--- src/rtl/mmio_intr_ctrl.sv ---
// IOBUS-mapped interrupt controller: synchronises up to 16 event sources, latches
// rising edges as pending/overflow bits, counts accepted edges and drives INTR.

module mmio_intr_src (
  input  logic i_clk,
  input  logic i_rst,
  input  logic i_src,
  input  logic i_pend_clr,
  input  logic i_ovf_clr,
  output logic o_edge,
  output logic o_pend,
  output logic o_ovf
);
  logic r_sync1, r_sync2, r_sync3, r_pend, r_ovf;
  logic w_edge;

  assign w_edge = r_sync2 & ~r_sync3;

  // A new edge beats a same-cycle W1C; overflow only counts against a bit that survives the clear.
  always_ff @(posedge i_clk) begin
    if (i_rst) begin
      r_sync1 <= 1'b0;
      r_sync2 <= 1'b0;
      r_sync3 <= 1'b0;
      r_pend  <= 1'b0;
      r_ovf   <= 1'b0;
    end else begin
      r_sync1 <= i_src;
      r_sync2 <= r_sync1;
      r_sync3 <= r_sync2;
      r_pend  <= (r_pend & ~i_pend_clr) | w_edge;
      r_ovf   <= (r_ovf & ~i_ovf_clr) | (w_edge & r_pend & ~i_pend_clr);
    end
  end

  assign o_edge = w_edge;
  assign o_pend = r_pend;
  assign o_ovf  = r_ovf;
endmodule

module mmio_intr_ctrl #(
  parameter int          N_SRC   = 4,
  parameter logic [31:0] BASE_AD = 32'h11000060
) (
  input  logic             CLK,
  input  logic             RST,
  input  logic [N_SRC-1:0] SRC,
  input  logic [31:0]      IOBUS_ADDR,
  input  logic [31:0]      IOBUS_OUT,
  input  logic             IOBUS_WR,
  output logic [31:0]      RD_DATA,
  output logic             INTR
);
  localparam logic [31:0] PEND_AD  = BASE_AD;
  localparam logic [31:0] MASK_AD  = BASE_AD + 32'd4;
  localparam logic [31:0] COUNT_AD = BASE_AD + 32'd8;

  logic [N_SRC-1:0] r_mask;
  logic [15:0]      r_count;
  logic             r_intr;

  logic [N_SRC-1:0] w_edge, w_pend, w_ovf, w_pend_clr, w_ovf_clr;
  logic             w_sel_pend, w_sel_mask, w_sel_count;
  logic             w_wr_pend, w_wr_mask, w_wr_count;
  logic [4:0]       w_edge_cnt;
  logic [16:0]      w_count_sum;
  logic [15:0]      w_count_sat;
  logic             w_unused;

  assign w_sel_pend  = (IOBUS_ADDR == PEND_AD);
  assign w_sel_mask  = (IOBUS_ADDR == MASK_AD);
  assign w_sel_count = (IOBUS_ADDR == COUNT_AD);
  assign w_wr_pend   = IOBUS_WR & w_sel_pend;
  assign w_wr_mask   = IOBUS_WR & w_sel_mask;
  assign w_wr_count  = IOBUS_WR & w_sel_count;

  assign w_pend_clr = w_wr_pend ? IOBUS_OUT[N_SRC-1:0]    : '0;
  assign w_ovf_clr  = w_wr_pend ? IOBUS_OUT[16 +: N_SRC] : '0;
  assign w_unused   = ^IOBUS_OUT;

  for (genvar g = 0; g < N_SRC; g++) begin : g_src
    mmio_intr_src u_src (
      .i_clk      (CLK),
      .i_rst      (RST),
      .i_src      (SRC[g]),
      .i_pend_clr (w_pend_clr[g]),
      .i_ovf_clr  (w_ovf_clr[g]),
      .o_edge     (w_edge[g]),
      .o_pend     (w_pend[g]),
      .o_ovf      (w_ovf[g])
    );
  end

  always_comb begin
    w_edge_cnt = '0;
    for (int i = 0; i < N_SRC; i++) w_edge_cnt = w_edge_cnt + 5'(w_edge[i]);
  end

  assign w_count_sum = {1'b0, r_count} + 17'(w_edge_cnt);
  assign w_count_sat = w_count_sum[16] ? 16'hFFFF : w_count_sum[15:0];

  // A COUNT write restarts from zero but still keeps this cycle's edges.
  always_ff @(posedge CLK) begin
    if (RST) begin
      r_mask  <= '0;
      r_count <= '0;
      r_intr  <= 1'b0;
    end else begin
      if (w_wr_mask) r_mask <= IOBUS_OUT[N_SRC-1:0];
      r_count <= w_wr_count ? 16'(w_edge_cnt) : w_count_sat;
      r_intr  <= |(w_pend & r_mask);
    end
  end

  always_comb begin
    RD_DATA = '0;
    if (w_sel_pend) begin
      RD_DATA[N_SRC-1:0]    = w_pend;
      RD_DATA[16 +: N_SRC] = w_ovf;
    end else if (w_sel_mask) begin
      RD_DATA[N_SRC-1:0] = r_mask;
    end else if (w_sel_count) begin
      RD_DATA[15:0] = r_count;
    end
  end

  assign INTR = r_intr;
endmodule

--- config.mk ---
export PLATFORM = sky130hd
export DESIGN_NAME = mmio_intr_ctrl
export DESIGN_NICKNAME = d
export VERILOG_FILES = /design/src/rtl/mmio_intr_ctrl.sv
export SDC_FILE = /design/constraint.sdc
export NUM_CORES = 1
export LEC_CHECK = 0
export CORE_MARGIN = 2
export CORE_UTILIZATION = 45
export DETAILED_ROUTE_END_ITERATION = 10
export GPL_TIMING_DRIVEN = 1
export PLACE_DENSITY = 0.86
export SYNTH_ARGS = -nofsm -noshare
export SYNTH_HDL_FRONTEND = slang
export SYNTH_SLANG_ARGS = --single-unit
export TNS_END_PERCENT = 1
--- constraint.sdc ---
create_clock -name CLK -period 4.3 [get_ports CLK]
set_input_delay 0.86 -clock CLK [delete_from_list [all_inputs] [get_ports CLK]]
set_output_delay 0.86 -clock CLK [all_outputs]
set_load 0.01 [all_outputs]
After elaboration in Yosys (flattened, before gate mapping)
Cells that the tools add are included.
Widths: inputs -> output; s select.
{ "word_totals": {"regBits": 41, "input_bits": 71, "out_inout_bits": 33, "word_cells": 87} }
{ "op_classes": {"add_sub_neg": 4, "eq_ne": 3, "mux": 10, "bitwise_logic": 44, "reduce_logical": 2} }
{ "ops": {"columns": ["cell", "count"], "rows": [
  ["$eq 32x29->1 const B", 3],
  ["$mux 16", 2],
  ["$mux 12", 2],
  ["$and 1x1->1", 23],
  ["$mux 4", 5],
  ["$add 16x4->17", 1],
  ["$not 1->1", 12],
  ["$or 1x1->1", 8],
  ["$mux 5", 1],
  ["$add 3x1->4", 1],
  ["$and 4x4->4", 1],
  ["$reduce_or 4->1", 1],
  ["$add 2x1->3", 1],
  ["$add 1x1->2", 1],
  ["$reduce_or 2->1", 1]
]} }

Longest topological paths before layout
Gate-level depths: netlist of run 1.
{ "depth": {"depth_word": 8, "depth_mapped": 13, "ltp_nobuf": 12} }

By module
A second synthesis of run 1 with hierarchy kept.
{ "hier_totals": {"cells_unflattened": 257, "area_unflattened_um2": 2398.6} }
{ "modules_own_cells": {"columns": ["module", "n_inst", "cells_each", "area_each_um2", "seq_area_each_um2"], "rows": [
  ["mmio_intr_ctrl", 1, 201, 1732.9, 420.4],
  ["mmio_intr_src", 4, 14, 166.4, 100.1]
]} }

Least setup slack after synthesis of run 1
Ideal clock, no wire load.
{ "synth_timing": {"path_type": "input to output", "from": "input port IOBUS_ADDR[26]", "to": "output port RD_DATA[10]", "arrival_time_ps": 2136, "required_ps": 3440, "slack_ps": 1304, "path_stages": 5, "path_buffers": 1, "cell_sequence": "nor4b_2 -> nand4_2 -> nor4_4 -> clkbuf_1 -> and2_1"} }
{ "synth_between": {"elab_chain_len": 4, "elab_cells_between_ends": 6, "classes_between": "3 x eq/ne; 3 x mux"} }
{ "synth_rtl": {"columns": ["element", "line", "rtl"], "rows": [
  ["from (decl)", "48", "input logic [31:0] IOBUS_ADDR,"],
  ["$eq 32x29->1", "72", "assign w_sel_count = (IOBUS_ADDR == COUNT_AD);"],
  ["$mux 16", "122", "end else if (w_sel_count) begin"],
  ["$mux 12", "120", "end else if (w_sel_mask) begin"],
  ["$mux 12 (*)", "117", "if (w_sel_pend) begin"],
  ["to (decl)", "51", "output logic [31:0] RD_DATA,"]
]} }
Mark *: on every way between the ends. The rest lies on a longest branch, timed or not.

Worst setup path in the final report of run 1
{ "layout_timing": {"from": "input port IOBUS_ADDR[9]", "to": "output port RD_DATA[17]"} }
{ "layout_between": {"elab_chain_len": 2} }
{ "layout_rtl": {"columns": ["element", "line", "rtl"], "rows": [
  ["$eq 32x29->1", "70", "assign w_sel_pend = (IOBUS_ADDR == PEND_AD);"],
  ["$mux 4", "117", null]
]} }
No other way between the ends.

==> impl_metrics.ini, run 1 <==
[timing]
hold_viol = 0
fmax_ghz = 0.2468
slew_headroom_pct = 40.22
worst_slack_ps = 248.7
final-max-slew-violation-count = 0
holdWs_ps = 446.5
fin_worst_skew_ps = 4.430
period_share_pct = 94.22
setup_viol = 0
rsz0062_at_grt = no
setup_tns_ps = 0
fin_crit_ps = 4051
worst_pin_slew_ps = 888.5

[cts]
cts_buffers = 5
ctsHoldBuffers = 0
clockBufferDepth = 2
clockRootBuffer = clkbuf_8
clock_latency_ps = 290
cts_tree = done
htree_levels = 2
post-cts-setup-buffers = 0
post_cts_resized = 0
cts_num_sinks = 41
path_clk_slew_ps = 80

[hold_path]
hold_path_class = flop to flop

[die]
start_util_pct = 47.13
die_w_um = 74.57
die_y_um = 74.57
core_um2 = 4755
rows = 25
ios = 104
fp.dieArea_um2 = 5560

[logic_synthesis]
yosysSeqAreaShare_pct = 36.63
synth_area_um2 = 2241
netlist_top_cells_area = dfxtp_1 37%, a21oi_1 4.7%, buf_4 4.4%, mux2i_1 4.0%, nor2b_1 3.9%
synth-seq-cells = 41
yosysUniqueCellTypes = 42
post-synth-top-area-cell = dfxtp_1
synthFlopType = dfxtp_1
synth_edf_count = 0
avgSynthCellArea_um2 = 8.822
yosys.area.top_type_share_pct = 36.63
async_flop_share_pct = 0
ys_warn_count = 0
synthCells = 254

[pwr]
leakagePower_nw = 1.096
p_total_uw = 817.5
powerDensity_nw_per_um2 = 269.5
peakVddDrop_mv = 0.1977

[global_route]
grt_usage_pct = 18.37
grt_antenna_before_repair = 0
grt_pass1_vias = 1831
grtUsageMet1_pct = 20.43
grtUsageMet2_pct = 33.14
grt_pass1_wl_um = 7879
busiest_layer = met2
grt_use_met3_pct = 5.420
grt_max_degree = 21
grt.overflow.total = 0

[flow_run]
maxCapViolCount = 0

[run_status]
status = completed

[routing]
num_vias = 1995
drtAntennaViolNets = 0
drc = 0
drt_first_pass_iters = 5
drt-initial-drc-count = 123
routed_via_density = 5.155
post_drt_wl_per_cell_um = 13.50
drt_wl_total_um = 5223

[critical_path]
crit_path_max_fanout = 13
crit_path_frequent_cell = clkdlybuf4s50_1
worstPathRequired_ps = 3440
cp-start-kind = primary input
critPathArrivalTime_ps = 3190
worstSetupEndpointType = output port
crit_type = primary input to output port
slowest_stage = clkdlybuf4s50_1
worstPathCellList = clkdlybuf4s50_1 -> nor4_2 -> nand4_1 -> or2_1 -> nor3_1 -> clkdlybuf4s50_1
slowest_delay_ps = 570

[final_layout]
drive_above_1_share_pct = 6.250
nNetsFinal = 397
syn_to_final_growth_pct = 35.34
mostFrequentLayoutCells = 67 x clkdlybuf4s50_1, 41 x dfxtp_1, 21 x a21oi_1
antennaDiodeCount = 0
final_cells = 387
final_common_cell = clkdlybuf4s50_1

[placement]
pre_cts_slack_ps = 271.0
portBuffers = 67
gp_congestion = 0.8198
place_hpwl_um = 3879
placed_cells = 379
-- cell usage after synthesis (2+ instances only) --
library cell and count:
xnor2_1 6, a21oi_1 21, nor4b_2 2, a311oi_1 4
nor4_1 3, a22oi_1 2, clkbuf_1 7, o21ai_0 5
a211o_1 5, nor3_1 8, nor2b_1 14, xor2_1 7
o31ai_1 4, nand4_1 3, and2_1 12, ha_1 6
a211oi_1 3, nand2_1 7, nor2_1 19, buf_4 13
nor4_2 4, nand2b_1 4, inv_1 19, nand3_1 9
mux2i_1 9, nor4bb_1 2, dfxtp_1 41
-- state kept, by name, summed over array words and instances (netlist names) --
register,count
INTR,1
g_src.u_src.r_sync3,4
r_count,16
g_src.u_src.r_sync2,4
g_src.u_src.r_sync1,4
r_mask,4
g_src.u_src.o_pend,4
g_src.u_src.o_ovf,4
-- logic make-up after synthesis --
family	after synthesis	synth area share (%)
AOI/OAI and AO/OA	50	15.41
xor gates and xnor gates	13	5.081
buffers and inverters	41	9.157
and+or+nand+nor	92	25.29
adders and majority gates	7	4.243
DFF	41	36.63
muxes	9	4.020
other	1	0.1673
-- critical path, delay by kind of cell --
family                 cells  cell delay, ps
buffers and inverters      2             980
and+or+nand+nor            4            1340
-- per-stage QoR --
step	cell area [µm²]	utilization (%)
floorplan	2282	-
global placement	2918	61.37
detailed placement	2918	61.37
CTS	3033	63.79
global route	3033	63.79
finish	3033	63.79
-- metal layers --
layer  vias up  part of all wire (%)  routed length [µm]
li1        986                     -                   -
met1       915                    41                2121
met2        86                    49                2551
met3         8                   9.1                 475
met4         0                   1.4                  74
met5         -                     0                   0
-- final cells by class --
type | instances | area, µm²
clock inverter | 3 | 46.29
tap | 67 | 83.83
fill | 422 | 1722
sequential | 41 | 820.8
inverter | 19 | 71.32
multi-input combinational | 183 | 1256
clock buffer | 5 | 68.82
timing repair buffer | 69 | 685.7
-- final timing paths --
| check | start | to | slack [ps] | cells past startpoint |
|---|---|---|---|---|
| worst max-delay path | IOBUS_ADDR[9] | RD_DATA[17] | 250 | 6 |
| worst min-delay path | g_src[1].u_src.r_sync1 | g_src[1].u_src.r_sync2 | 450 | 1 |
| worst max register to register | g_src[1].u_src.r_sync3 | r_count[8] | 760 | 12 |
| worst min register to register | g_src[1].u_src.r_sync1 | g_src[1].u_src.r_sync2 | 450 | 1 |
-- where the power goes --
part / total (mW) / switching, mW / internal (mW)
Clock: 0.312 / 0.138 / 0.174
Combinational: 0.109 / 0.0484 / 0.0603
Sequential: 0.397 / 0.00663 / 0.390
Note: power is estimated with default switching activity, not from simulation.
==> run 2, diff against run 1 <==
--- a/config.mk
+++ b/config.mk
@@ -13,4 +13,3 @@
 export SYNTH_ARGS = -nofsm -noshare
 export SYNTH_HDL_FRONTEND = slang
 export SYNTH_SLANG_ARGS = --single-unit
-export TNS_END_PERCENT = 1
==> results of run 2 <==
The final DEF is identical to that of run 1; final timing and power are the same.
